File: src/rtl/fetch_stage.sv
// Instruction fetch stage: owns the PC, requests words from instruction memory,
// presents them to decode through an output register backed by a one-entry skid buffer.
module fetch_stage #(
    parameter logic [31:0] RESET_PC  = 32'h0000_0000,
    parameter logic [31:0] NOP_INSTR = 32'h0000_0013
) (
    input  logic        clk,
    input  logic        rst,
    output logic        imem_req,
    output logic [31:0] imem_addr,
    input  logic        imem_ack,
    input  logic [31:0] imem_rdata,
    input  logic        stall,
    input  logic        redirect_valid,
    input  logic [31:0] redirect_pc,
    output logic        instr_valid,
    output logic [31:0] instr,
    output logic [31:0] instr_pc,
    output logic [1:0]  dbg_state
);

    localparam logic [1:0] ST_IDLE = 2'd0;
    localparam logic [1:0] ST_REQ  = 2'd1;
    localparam logic [1:0] ST_HOLD = 2'd2;
    localparam logic [1:0] ST_DROP = 2'd3;

    localparam logic [31:0] RESET_PC_ALIGNED = {RESET_PC[31:2], 2'b00};

    logic [1:0]  state_q, state_d;
    logic        release_q, release_d;
    logic [31:0] pc_q, pc_d;
    logic [31:0] drop_addr_q, drop_addr_d;
    logic        instr_valid_q, instr_valid_d;
    logic [31:0] instr_q, instr_d;
    logic [31:0] instr_pc_q, instr_pc_d;
    logic        skid_valid_q, skid_valid_d;
    logic [31:0] skid_instr_q, skid_instr_d;
    logic [31:0] skid_pc_q, skid_pc_d;

    logic        consume;
    logic        redirect_take;
    logic [31:0] redirect_aligned;
    logic [31:0] pc_inc;

    // Request and address come from registered state only, never from stall/redirect.
    assign imem_req  = (state_q == ST_REQ) || (state_q == ST_DROP);
    assign imem_addr = (state_q == ST_DROP) ? drop_addr_q : pc_q;

    assign instr_valid = instr_valid_q;
    assign instr       = instr_q;
    assign instr_pc    = instr_pc_q;
    assign dbg_state   = state_q;

    assign consume          = instr_valid_q && !stall;
    assign redirect_take    = redirect_valid && (state_q != ST_IDLE);
    assign redirect_aligned = {redirect_pc[31:2], 2'b00};
    assign pc_inc           = pc_q + 32'd4;

    always_comb begin
        state_d       = state_q;
        release_d     = 1'b1;
        pc_d          = pc_q;
        drop_addr_d   = drop_addr_q;
        instr_valid_d = instr_valid_q;
        instr_d       = instr_q;
        instr_pc_d    = instr_pc_q;
        skid_valid_d  = skid_valid_q;
        skid_instr_d  = skid_instr_q;
        skid_pc_d     = skid_pc_q;

        if (redirect_take) begin
            instr_valid_d = 1'b0;
            instr_d       = NOP_INSTR;
            skid_valid_d  = 1'b0;
            pc_d          = redirect_aligned;
        end

        case (state_q)
            ST_IDLE: begin
                // The first edge after reset release only arms the stage; fetching starts one cycle later.
                if (release_q) begin
                    state_d = ST_REQ;
                end
            end
            ST_REQ: begin
                if (redirect_take) begin
                    if (!imem_ack) begin
                        drop_addr_d = pc_q;
                        state_d     = ST_DROP;
                    end
                end else if (imem_ack) begin
                    pc_d = pc_inc;
                    if (!instr_valid_q || consume) begin
                        instr_valid_d = 1'b1;
                        instr_d       = imem_rdata;
                        instr_pc_d    = pc_q;
                    end else begin
                        skid_valid_d = 1'b1;
                        skid_instr_d = imem_rdata;
                        skid_pc_d    = pc_q;
                        state_d      = ST_HOLD;
                    end
                end else if (consume) begin
                    instr_valid_d = 1'b0;
                    instr_d       = NOP_INSTR;
                end
            end
            ST_HOLD: begin
                if (redirect_take) begin
                    state_d = ST_REQ;
                end else if (consume && skid_valid_q) begin
                    instr_valid_d = 1'b1;
                    instr_d       = skid_instr_q;
                    instr_pc_d    = skid_pc_q;
                    skid_valid_d  = 1'b0;
                    state_d       = ST_REQ;
                end
            end
            ST_DROP: begin
                // The outstanding request is retired at its original address; its data is never used.
                if (imem_ack) begin
                    state_d = ST_REQ;
                end
            end
            default: begin
                state_d = ST_IDLE;
            end
        endcase
    end

    always_ff @(posedge clk or posedge rst) begin
        if (rst) begin
            state_q       <= ST_IDLE;
            release_q     <= 1'b0;
            pc_q          <= RESET_PC_ALIGNED;
            drop_addr_q   <= RESET_PC_ALIGNED;
            instr_valid_q <= 1'b0;
            instr_q       <= NOP_INSTR;
            instr_pc_q    <= 32'h0000_0000;
            skid_valid_q  <= 1'b0;
            skid_instr_q  <= NOP_INSTR;
            skid_pc_q     <= 32'h0000_0000;
        end else begin
            state_q       <= state_d;
            release_q     <= release_d;
            pc_q          <= pc_d;
            drop_addr_q   <= drop_addr_d;
            instr_valid_q <= instr_valid_d;
            instr_q       <= instr_d;
            instr_pc_q    <= instr_pc_d;
            skid_valid_q  <= skid_valid_d;
            skid_instr_q  <= skid_instr_d;
            skid_pc_q     <= skid_pc_d;
        end
    end

endmodule

File: config.mk
export PLATFORM = sky130hd
export DESIGN_NAME = fetch_stage
export DESIGN_NICKNAME = d
export VERILOG_FILES = /design/src/rtl/fetch_stage.sv
export SDC_FILE = /design/constraint.sdc
export NUM_CORES = 1
export LEC_CHECK = 0
export CORE_MARGIN = 8
export CORE_UTILIZATION = 55
export DETAILED_ROUTE_END_ITERATION = 8
export PLACE_DENSITY_LB_ADDON = 0.15
export SETUP_SLACK_MARGIN = 0.05
export SLEW_MARGIN = 30
export SYNTH_ARGS = -nofsm -noshare
export SYNTH_HDL_FRONTEND = slang
export SYNTH_SLANG_ARGS = --single-unit
File: constraint.sdc
create_clock -name clk -period 9.6 [get_ports clk]
set_clock_uncertainty 0.1 [all_clocks]
set_input_delay 1.44 -clock clk [delete_from_list [all_inputs] [get_ports clk]]
set_output_delay 1.44 -clock clk [all_outputs]
set_load 0.01 [all_outputs]
; Word-level counts from Yosys, hierarchy flattened
; Cells that the tools add are included.
; W data, S select, Z words.
[classes]
n_addsub = 1
n_eq_ne = 14
mux = 43
n_bitwise = 3
reduce_logical = 14
[ops]
columns = cell, count
row1 = $mux W32, 17
row2 = $pmux W32 S2, 2
row3 = $add A32 B3 Y32 const B, 1
row4 = $mux W2, 8
row5 = $mux W1, 13
row6 = $ne A2 B2 Y1 const B, 6
row7 = $ne A3 B3 Y1 const B, 4
row8 = $reduce_and A6 Y1, 2
row9 = $pmux W2 S4, 1
row10 = $eq A2 B2 Y1 const B, 2
row11 = $pmux W1 S2, 2
row12 = $reduce_and A4 Y1, 1
row13 = $reduce_bool A2 Y1, 2
row14 = $logic_and A1 B1 Y1, 3
row15 = $not A1 Y1, 3
row16 = $reduce_and A3 Y1, 1
row17 = $eq A2 B1 Y1 const B, 1
row18 = $logic_not A1 Y1, 2
row19 = $logic_not A2 Y1, 1
row20 = $logic_or A1 B1 Y1, 2
row21 = $ne A2 B1 Y1 const B, 1
[totals]
register_bits = 197
input_bits = 69
out_inout_bits = 100
elab_cells = 85

; Depth between registers and ports, before layout
[depth]
ltp_word = 7
mapped_depth = 9
ltp_nobuf = 7

; Least setup slack after synthesis
; OpenSTA, ideal clock, no wires.
[synth_timing]
path_kind = reg2out
start = reg state_q[0], in the netlist dbg_state[0]
end = out imem_addr[10]
arrival_ns = 1.623
setup_slack_ns = 6.437
path_stages_with_launch = 5
path_buffers = 2
cell_sequence = dfrtp_1 -> ha_1 -> clkbuf_1 -> buf_1 -> mux2_2
[synth_via]
elab_chain_len = 2
[synth_lines]
columns = element, line_no
row1 = start: declaration, 29  ; logic [1:0] state_q, state_d;
row2 = start signal: assignment, 144  ; state_q <= state_d;
row3 = $eq A2 B2 Y1, 47  ; assign imem_addr = (state_q == ST_DROP) ? drop_addr_q : pc_q;
row4 = $mux W32, 47
row5 = end: declaration, 10  ; output logic [31:0] imem_addr,
; Every way passes these cells.

; Worst setup path in the final report
[layout_timing]
start = reg state_q[1], in the netlist dbg_state[1]
end = out imem_req
[layout_via]
elab_chain_len = 2
word_cells_on_any_way = 3
cone_classes = 2 x eq/ne / 1 x reduce/logical
[layout_lines]
columns = element, line_no
row1 = $eq A2 B1 Y1 / $eq A2 B2 Y1 (equally long branches), 46  ; assign imem_req = (state_q == ST_REQ) || (state_q == ST_DROP);
row2 = $logic_or A1 B1 Y1 *, 46
row3 = end: declaration, 9  ; output logic imem_req,
; Every way passes the cells marked *; elsewhere a longest branch is shown, timed or not.

==> flow_summary.ini <==
[flow_run]
drv_cap = 0

[worst_setup_path]
rr_worst_depth = 6
start_kind = register
crit_fanout = 22
max_stage_delay_ns = 0.73
required_ns = 8.06
crit_path_top_delay_cell = ha_1
crit_chain = inv_1, ha_1, or2_2, clkdlybuf4s50_1
worstPathArrival_ns = 2.54
endpoint_kind = output port
worst-setup-path-type = register to output port

[power]
powerDensity_mw_per_mm2 = 293
peakVddDrop_mv = 0.149
p_leak_nw = 4.80

[logic_synthesis]
synth_cell_type_count = 51
syn_inst = 789
synthTopCellsByCount = dfrtp_1 (191), mux2_2 (125), nand2_1 (113)
ys.flop_type = dfrtp_1
yosys_warnings = 0
ys_seq_area_share_pct = 54.6
yosysMostFrequentCell = dfrtp_1
synthesis.nets = 863
netlist_area_mm2 = 0.00905
yosysTopAreaCell = dfrtp_1
syn_avg_cell_area_um2 = 11.5
synthArstFlopShare_pct = 100
synth_top_area_share_pct = 52.8
synth_edf_count = 0
synthTopCellsByArea = dfrtp_1 (53%), mux2_2 (16%), o21ai_0 (5.2%), nand2_1 (4.7%), mux2i_1 (3.7%)
ys_seq_elements = 197

[placed_design]
hpwlAfterDp_mm = 15.0
io_buffers = 166
dpl_cell_area_mm2 = 0.0108
place_congestion = 0.797

[route]
drt.antenna.violating_nets = 0
via_count = 6679
dr.pass1.iters = 5
top_layer_used = met4
wl_met3_mm = 1.37
drc = 0
drt-met1-wl_mm = 9.55
avgViaCountPerCell = 5.77
drt_wl_total_mm = 22.6
post_drt_wl_per_cell_um = 19.5
wl_met2_mm = 11.3
drt_iter0_drc = 442

[global_route]
antenna_found_initial = 0
grt_util_all_layers_pct = 22.3
grt_max_degree = 114
grt_pass1_wl_mm = 36.3
grt_pass1_vias = 7105
grt-ovfl-total = 0

[timing]
tns_ns = 0
rsz0062_at_grt = no
setup_violations = 0
layout_min_cycle_time_ns = 4.08
clock.fmax_ghz = 0.245
holdWs_ns = 0.379
hold_viol = 0
tightest_slew_ns = 0.939
drv_slew = 0
slew_headroom_pct = 37.4
period_share_pct = 42.5

[cells_and_area]
final_nets = 998
areaGrowthSynthToFinish_pct = 26.3
final_cell_area_mm2 = 0.0114
fin_util_pct = 69.9
drive_gt1_share_pct = 19.6

[clocking]
tritoncts = done
clk-insertion-delay-late_ns = 0.43
cts.clk_slew.worst_paths_ns = 0.07
clockRootBuffer = clkbuf_16
cts_hold_buf = 0
clock-sinks = 197
cts-resized-gates = 0
post_cts_buffers = 0
ctsHtreeMaxLevel = 4
cts_buffer_depth = 2
cts_buffers = 17

[floorplanning]
die_y_um = 144
ioPinCount = 169
die_width_um = 144
rows = 47
core_area_mm2 = 0.0163
die_area_mm2 = 0.0208
initial_core_util_pct = 55.3

[outcome]
status = finished, final reports clean

[worst_hold_path]
min_path_type = register to register
hold-path-cell-count = 2
-- state kept, by name, summed over array words and instances, names as in the netlist --
| name | flops |
|---|---|
| instr_pc | 32 |
| skid_valid_q | 1 |
| pc_q | 32 |
| instr | 32 |
| dbg_state | 2 |
| instr_valid | 1 |
| drop_addr_q | 32 |
| release_q | 1 |
| skid_instr_q | 32 |
| skid_pc_q | 32 |
-- power by group --
group          leakage (nW)  switching (W)  internal, W
Clock                 0.268       0.000309     0.000390
Combinational          1.99       0.000630     0.000687
Sequential             2.54       0.000214      0.00112
Total                  4.80        0.00115      0.00219
-- worst paths after layout --
kind / from / end / slack (ns)
max reg2reg: dbg_state[1] / skid_pc_q[22] / 5.86
max in group asynchronous: rst / pc_q[29] / 6.65
min reg2reg: instr[29] / instr[29] / 0.38
min: instr[29] / instr[29] / 0.38
min in group asynchronous: rst / instr_pc[27] / 1.45
max: dbg_state[1] / imem_req / 5.52
-- metal layers --
metal  track usage, %  up-vias
li1                 -     3048
met1             28.1     3385
met2             37.5      218
met3             4.49       28
met4             8.21        0
met5                0        -
-- cell usage in the layout, fill, tap and decap left out, types with 2 or more instances in the layout --
cell type,instances
nor4_1,3
dfrtp_1,191
clkbuf_16,17
bufinv_16,2
a22oi_1,30
o211ai_1,2
mux2_2,125
o21ai_0,94
xnor2_1,12
and4_1,6
and3_1,7
nor2_1,10
mux2i_1,33
nand4_1,10
buf_6,2
clkdlybuf4s50_1,166
ha_1,3
o221ai_1,4
or3_1,3
clkinv_2,3
a21oi_1,4
inv_1,7
nor3_4,2
nor2_4,2
buf_4,5
clkinvlp_4,5
o21a_1,2
nand2_1,113
clkbuf_1,2
and2_1,6
xor2_1,13
dfstp_2,6
and3_2,2
nand3_1,14
mux2_1,3
a31oi_1,4
-- metrics by stage --
stage / total power (W) / setup slack [ns] / std cells
after detailed placement: 0.00266 / 5.11 / 1125
after CTS: 0.00336 / 5.32 / 1157
after floorplan: 0.00205 / 2.70 / 789
after global placement: 0.00259 / 4.87 / 1124
after global routing: 0.00354 / 5.42 / 1157
final: 0.00335 / 5.52 / 1158
-- layout make-up --
class	instances	area (um^2)
Clock buffer	20	447
Antenna cell	1	2.50
Fill cell	1227	4920
Timing Repair Buffer	173	1720
Multi-Input combinational cell	527	3880
Inverter	8	37.5
Clock inverter	12	130
Sequential cell	197	4940
Tap cell	220	275
-- cells by family (layout without fill, tap and decap cells) --
family                     Yosys count  count (layout)  share of synthesized area (%)
other                                1               2                         0.0415
AOI/OAI and AO/OA                  148             148                           9.61
xor gates and xnor gates            25              25                           2.42
muxes                              161             161                           19.6
and+or+nand+nor                    187             187                           9.96
adders and majority gates            5               5                          0.692
buffers and inverters               65             213                           3.11
DFF                                197             197                           54.6
-- critical path: cells and delay by family, from the launching register on --
kind                     cells  cell delay, ns
flip-flops                   1            0.46
buffers and inverters        2            0.65
adder cells (fa/ha/maj)      1            0.73
AND/OR/NAND/NOR              1            0.27
Note: power is estimated with default switching activity, not from simulation.
